**config.mk**
```make
export PLATFORM = sky130hd
export DESIGN_NAME = hart_time_slice_scheduler
export DESIGN_NICKNAME = d
export VERILOG_FILES = /design/src/rtl/hart_time_slice_scheduler.sv
export SDC_FILE = /design/constraint.sdc
export NUM_CORES = 1
export LEC_CHECK = 0
export CAP_MARGIN = 30
export CORE_MARGIN = 2
export CORE_UTILIZATION = 42
export CTS_CLUSTER_SIZE = 25
export DETAILED_ROUTE_END_ITERATION = 8
export PLACE_DENSITY = 0.82
export SYNTH_ARGS = -nofsm -noshare
export SYNTH_HDL_FRONTEND = slang
export SYNTH_SLANG_ARGS = --single-unit
```
**constraint.sdc**
```tcl
create_clock -name CLK -period 1.5 [get_ports CLK]
set_input_delay 0.15 -clock CLK [delete_from_list [all_inputs] [get_ports CLK]]
set_output_delay 0.15 -clock CLK [all_outputs]
set_load 0.01 [all_outputs]
```
**src/rtl/hart_time_slice_scheduler.sv**
```systemverilog
// -----------------------------------------------------------------------------
// hart_time_slice_scheduler
//
// Decides which hart owns the shared cluster memory port and MMU. The owner
// keeps the port for a quantum of enabled cycles. Idle harts with nothing
// pending are skipped. Before a switch, the scheduler stalls every core and
// waits until the in-flight interconnect / page-walk traffic has drained, so
// a switch never cuts a transaction in half.
//
// Ports
//   CLK            clock
//   RST            asynchronous, active-high reset
//   i_enable       CPU mode active, no MC-mode transition pending; gates
//                  quantum counting and the start of a switch
//   i_safe[h]      hart h is at a safe point to be descheduled
//   i_idle[h]      hart h is in WFI / has nothing to run
//   i_pending[h]   hart h has an enabled pending interrupt (makes it eligible)
//   i_port_busy    interconnect, TLB or page walk still busy
//   o_hart_sel     current owner of the memory port
//   o_core_stall   per-core stall to the core wrappers
//   o_switch       one-cycle pulse aligned with a changed o_hart_sel
//   o_draining     high while waiting for the port to drain
//   o_quantum_cnt  enabled cycles used so far by the current owner
// -----------------------------------------------------------------------------
module hart_time_slice_scheduler #(
    parameter int N_HARTS   = 2,
    parameter int QUANTUM   = 1024,
    parameter int DRAIN_CYC = 2,
    parameter int SEL_W     = $clog2(N_HARTS + 1)
) (
    input  logic                       CLK,
    input  logic                       RST,
    input  logic                       i_enable,
    input  logic [N_HARTS-1:0]         i_safe,
    input  logic [N_HARTS-1:0]         i_idle,
    input  logic [N_HARTS-1:0]         i_pending,
    input  logic                       i_port_busy,
    output logic [SEL_W-1:0]           o_hart_sel,
    output logic [N_HARTS-1:0]         o_core_stall,
    output logic                       o_switch,
    output logic                       o_draining,
    output logic [$clog2(QUANTUM)-1:0] o_quantum_cnt
);

    localparam int CNT_W = $clog2(QUANTUM);
    localparam int DC_W  = $clog2(DRAIN_CYC + 1);

    localparam logic [CNT_W-1:0] CNT_MAX = CNT_W'(QUANTUM - 1);
    localparam logic [DC_W-1:0]  DC_LOAD = DC_W'(DRAIN_CYC - 1);

    typedef enum logic [1:0] {
        ST_RUN    = 2'd0,
        ST_DRAIN  = 2'd1,
        ST_SWITCH = 2'd2
    } state_t;

    state_t             r_state;
    state_t             w_state_nxt;
    logic [SEL_W-1:0]   r_sel;
    logic [SEL_W-1:0]   w_sel_nxt;
    logic [SEL_W-1:0]   w_rr_next;
    logic [CNT_W-1:0]   r_cnt;
    logic [CNT_W-1:0]   w_cnt_nxt;
    logic [DC_W-1:0]    r_dc;
    logic [DC_W-1:0]    w_dc_nxt;
    logic               r_switch;
    logic               w_switch_nxt;

    logic [N_HARTS-1:0] w_elig;
    logic               w_other_elig;
    logic               w_idle_sel;
    logic               w_pend_sel;
    logic               w_safe_sel;
    logic               w_trig;
    logic               w_found;

    // -------------------------------------------------------------------------
    // Eligibility, per-owner views of the hart vectors, switch trigger.
    // The owner's bits are picked with a compare loop so the select index
    // never addresses past N_HARTS.
    // -------------------------------------------------------------------------
    // NOTE: every combinational output gets a default before any branch so
    // no path leaves it unassigned and no latch is inferred.
    always_comb begin
        w_elig       = ~i_idle | i_pending;
        w_other_elig = 1'b0;
        w_idle_sel   = 1'b0;
        w_pend_sel   = 1'b0;
        w_safe_sel   = 1'b0;
        for (int h = 0; h < N_HARTS; h++) begin
            if (SEL_W'(h) == r_sel) begin
                w_idle_sel = i_idle[h];
                w_pend_sel = i_pending[h];
                w_safe_sel = i_safe[h];
            end else begin
                w_other_elig = w_other_elig | w_elig[h];
            end
        end
        // Quantum expiry and "owner went idle" are one trigger; a pending
        // interrupt on the owner only cancels the idle cause.
        w_trig = w_other_elig & ((r_cnt == CNT_MAX) | (w_idle_sel & ~w_pend_sel));
    end

    // -------------------------------------------------------------------------
    // Round-robin pick: first eligible hart in sel+1 .. sel+N_HARTS-1 with an
    // explicit wrap (N_HARTS need not be a power of two). Falls back to the
    // current owner when nobody else is eligible.
    // -------------------------------------------------------------------------
    always_comb begin
        w_rr_next = r_sel;
        w_found   = 1'b0;
        for (int k = 1; k < N_HARTS; k++) begin
            for (int h = 0; h < N_HARTS; h++) begin
                if (!w_found && w_elig[h] &&
                    (((int'(r_sel) + k) >= N_HARTS) ? (int'(r_sel) + k - N_HARTS)
                                                     : (int'(r_sel) + k)) == h) begin
                    w_rr_next = SEL_W'(h);
                    w_found   = 1'b1;
                end
            end
        end
    end

    // -------------------------------------------------------------------------
    // Next-state logic
    // -------------------------------------------------------------------------
    always_comb begin
        w_state_nxt  = r_state;
        w_sel_nxt    = r_sel;
        w_cnt_nxt    = r_cnt;
        w_dc_nxt     = r_dc;
        w_switch_nxt = 1'b0;
        case (r_state)
            ST_RUN: begin
                if (i_enable) begin
                    if (r_cnt != CNT_MAX) begin
                        w_cnt_nxt = r_cnt + 1'b1;
                    end
                    // An unsafe owner keeps running until it reaches a safe point.
                    if (w_trig && w_safe_sel) begin
                        w_state_nxt = ST_DRAIN;
                        w_dc_nxt    = DC_LOAD;
                    end
                end
            end
            ST_DRAIN: begin
                // i_enable is deliberately ignored: a started drain completes.
                if (r_dc != '0) begin
                    w_dc_nxt = r_dc - 1'b1;
                end else if (!i_port_busy) begin
                    w_state_nxt = ST_SWITCH;
                end
            end
            ST_SWITCH: begin
                w_sel_nxt    = w_rr_next;
                w_cnt_nxt    = '0;
                w_switch_nxt = (w_rr_next != r_sel);
                w_state_nxt  = ST_RUN;
            end
            default: begin
                w_state_nxt = ST_RUN;
            end
        endcase
    end

    // -------------------------------------------------------------------------
    // State registers
    // -------------------------------------------------------------------------
    // NOTE: sequential state uses non-blocking assignments so every register
    // samples pre-edge values regardless of statement order.
    always_ff @(posedge CLK or posedge RST) begin
        if (RST) begin
            r_state  <= ST_RUN;
            r_sel    <= '0;
            r_cnt    <= '0;
            r_dc     <= '0;
            r_switch <= 1'b0;
        end else begin
            r_state  <= w_state_nxt;
            r_sel    <= w_sel_nxt;
            r_cnt    <= w_cnt_nxt;
            r_dc     <= w_dc_nxt;
            r_switch <= w_switch_nxt;
        end
    end

    // -------------------------------------------------------------------------
    // Outputs
    // -------------------------------------------------------------------------
    always_comb begin
        o_core_stall = '1;
        if (r_state == ST_RUN) begin
            for (int h = 0; h < N_HARTS; h++) begin
                if (SEL_W'(h) == r_sel) begin
                    o_core_stall[h] = i_port_busy;
                end
            end
        end
    end

    assign o_hart_sel    = r_sel;
    assign o_switch      = r_switch;
    assign o_draining    = (r_state == ST_DRAIN);
    assign o_quantum_cnt = r_cnt;

endmodule

```
==> metrics.md <==
| Metric | Value |
|---|---|
| Fin crit period | 1.59 ns |
| Vias | ~1000 |
| Core area | 2170 um^2 |
| Tcrit/Tclk final | 106% |
| Worst slew pin tran | slightly below 0.3 ns |
| Initial DRC Count | 21 |
| Root Buffer | clkbuf_4 |
| Die Ht | a little over 50 um |
| TritonCTS Sinks | 17 |
| Cell-by-cell trace of the critical path | buf_6 > and4b_1 > nand3_2 > or4b_1 > a21oi_1 |
| Diodes inserted | 0 |
| Critical Path Fanout Max | 5 |
| Starting Density | between 40 and 50% |
| Synthesized area per cell | 9.50 um^2 |
| Hold Vio Cnt, Final | 0 |
| Clock Power Share | between 10% and 20% |
| Slowest cell on the critical path | or4b_1 |
| DRT Pass-1 Iters | 4 |
| Via-to-Cell Ratio | between 5 and 6 |
| Clock skew | about 0.01 ns |
| Max Cap Viol | 0 |
| Number of setup violations in the final report | 6 |
| Top Family by Delay on Critical Path | simple AND/OR/NAND/NOR gates |
| F_max | around 630 MHz |
| Gate power share | 56.2% |
| Worst Path Required | 1.73 ns |
| Chip width | 51.3 um |
| Reg2Reg Setup Slack | -0.09 ns |
| Worst hold-check path type | input port to async pin |
| Worst-skew pair later-pin latency | 0.29 ns |
| Main flop type after synthesis | dfrtp_1 |
| FILL cells | between 150 and 200 |
| DR WL met2 | roughly 1400 um |
| Crit end category | flop |
| Syn-to-layout area delta | 65.2% |
| Fin worst setup slack | -0.0888 ns |
| Pint | between 1 and 1.5 mW |
| LEAKAGE | 0.800 nW |
| Worst r2r src | r_state[0] |
| Num CTS Buffers | 3 |
| All-Layer GR Usage | between 20% and 30% |
| Worst Path Buf+Inv | 1 |
| Initial antenna violation count | 0 |
| Failing checks | negative setup slack |
| Grt total ovfl | 0 |
| Routability Congestion | between 0.7 and 0.8 |
| Asr flop ratio synth | 100% |
| Number of port buffers | 25 |
| DRC Markers | 0 |
| I/O pin count | 26 |
| Die area | approximately 2600 um^2 |
| Status | finished with violations |
| RSZ-0062 raised after global routing | yes |
| Min Hold Slack | between 0.15 and 0.2 ns |
| Slew margin rel. | between 80% and 90% |
| Kind of critical path | flop to flop |
| Mapped Area | ~940 um^2 |
| Unique masters post-synth | 36 |
| Cells after Synth | 99 |
| Final ANT Viol Nets | 0 |
| Critical path depth in cells | 5 |
| Routed length on met3 | about 120 um |
| CTS max path bufs | 2 |
| Pwr per Cell Area | between 1000 and 1500 nW/um^2 |
| Clk pin slew, worst setup/hold paths | ~0.11 ns |
| EDFF count, synth | 0 |
| First-pass GRT wire length | between 4000 and 5000 um |
| Psw | ~0.85 mW |
| Sequential power share | 32.6% |
| Slew Limit Fails | 0 |
| Vias in the first global route | 950 |
| Peak VDD IR | between 1000 and 1500 uV |
| Rows | 17 |
| Largest net degree at the start of global routing | 18 |
| R2r endpoint | o_quantum_cnt[9] |
| DR top layer | met4 |
| Layout Utilization | 71.6% |
| H-tree levels | 1 |
| Wire per inst | approximately 14 um |
| WL final | around 2700 um |
| Synthesized Nets | ~110 |
| CP peak stage delay | approximately 0.47 ns |
| Sequential cell area fraction in the yosys report | 45.2% |
| Share of cells above drive strength 1 | between 30% and 40% |
| Synth warn | 0 |
| M1 wire length | between 1000 and 1500 um |
| TritonCTS clock tree | built |
| Worst EP arrival | around 1.8 ns |
| Critical Path Start Type | flop |
| Fin nets | 171 |
| Synthesis-stage register bit count | 17 |
| Post-detail-place hpwl | 1780 um |
| R2R depth | 5 |
| Sw Ratio | roughly 38% |
## metal layers
metal | vias up | GRT usage, %
li1 | 479 | -
met1 | 481 | 26.4
met2 | 38 | 36.6
met3 | 6 | 3.22
met4 | 0 | 8.77
met5 | - | 0
## Yosys cell counts (all sizes together), types with 2 or more instances
master,number,share of area (%)
dfrtp,17,45
nor2,10,4.0
a21oi,9,4.8
nand2,6,2.4
inv,5,2.0
nor2b,5,3.3
nand3,4,2.7
nor3,4,3.3
o31ai,4,3.2
nand2b,3,2.0
o21ai,3,1.6
and2b,2,1.6
and3,2,1.3
and4b,2,2.1
ha,2,2.7
nand4,2,2.0
or4,2,1.6
xor2,2,1.9
## cells in the final DEF, fill, tap and decap left out, drive strengths merged, types with 3 or more instances in the layout
cell and n:
buf 34, dfrtp 17, clkdlybuf4s50 14, nor2 10, a21oi 9, nand2 6, dlymetal6s2s 6, nor2b 5
inv 5, o31ai 4, nor3 4, nand3 4, o21ai 3, clkbuf 3, nand2b 3
## metrics by stage
stage	power (mW)	std cells	TNS [ns]	cell area [um^2]	setup WS [ns]
2_1_floorplan	1.23	99	0	947	0.00184
3_3_place_gp	1.74	169	-0.590	1360	-0.163
3_5_place_dp	1.80	169	-0.950	1360	-0.187
4_1_cts	2.13	181	-0.300	1460	-0.132
5_1_grt	2.41	186	-1.03	1550	-0.157
6_report	2.23	186	-0.193	1550	-0.0888
## cell families (layout without fill, tap and decap cells)
logic type,Yosys count,after routing,synth area share [%]
adders and majority gates,2,2,2.66
DFF,17,17,45.2
buffers and inverters,6,65,2.39
and+or+nand+nor,50,50,33.1
AOI/OAI and AO/OA,21,21,13.8
xor gates and xnor gates,3,3,2.79
## worst min-delay path, cell delays in order
cell and delay (ns):
clkdlybuf4s50_1 0.40, inv_1 0.05, buf_4 0.24
## area by class of cell
type | instances | area [um^2] | area share [%]
clock buffer | 3 | 22.5 | 1.45
tap | 28 | 35.0 | 2.25
timing repair buffer | 56 | 484 | 31.2
sequential | 17 | 430 | 27.7
multi-input combinational | 76 | 558 | 35.9
inverter | 5 | 18.8 | 1.21
clock inverter | 1 | 5.00 | 0.322
## sequential cells by signal (all words and copies together), names as in the netlist
register       cells
r_dc               2
o_quantum_cnt     10
r_state            2
o_switch           1
o_hart_sel         2
## how the worst max path moves through the flow
| stage | start | end | slack, ns |
|---|---|---|---|
| finish | r_state[0] | o_quantum_cnt[9] | -0.09 |
| CTS | r_state[0] | o_quantum_cnt[9] | -0.13 |
| global route | r_state[0] | o_quantum_cnt[9] | -0.16 |
| global placement | i_enable | o_quantum_cnt[9] | -0.16 |
| floorplan | o_quantum_cnt[0] | o_quantum_cnt[7] | 0.002 |
| detailed placement | i_port_busy | o_core_stall[0] | -0.19 |
## power by group through the flow
stage	Clock, mW	Sequential (mW)	Combinational, mW
2_1_floorplan	0	0.794	0.434
3_3_place_gp	0	0.719	1.02
3_5_place_dp	0	0.729	1.07
4_1_cts	0.255	0.724	1.15
5_1_grt	0.287	0.752	1.37
6_report	0.251	0.728	1.26
## repair_timing
| item | in CTS | in global routing |
|---|---|---|
| hold buffers | 0 | 0 |
| setup buffers | 8 | 5 |
| pin swaps | 5 | 3 |
| setup endpoints to repair | 8 | 23 |
| resized for setup | 20 | 17 |
| gates cloned | 0 | 0 |
(Power assumes the default switching activity.)
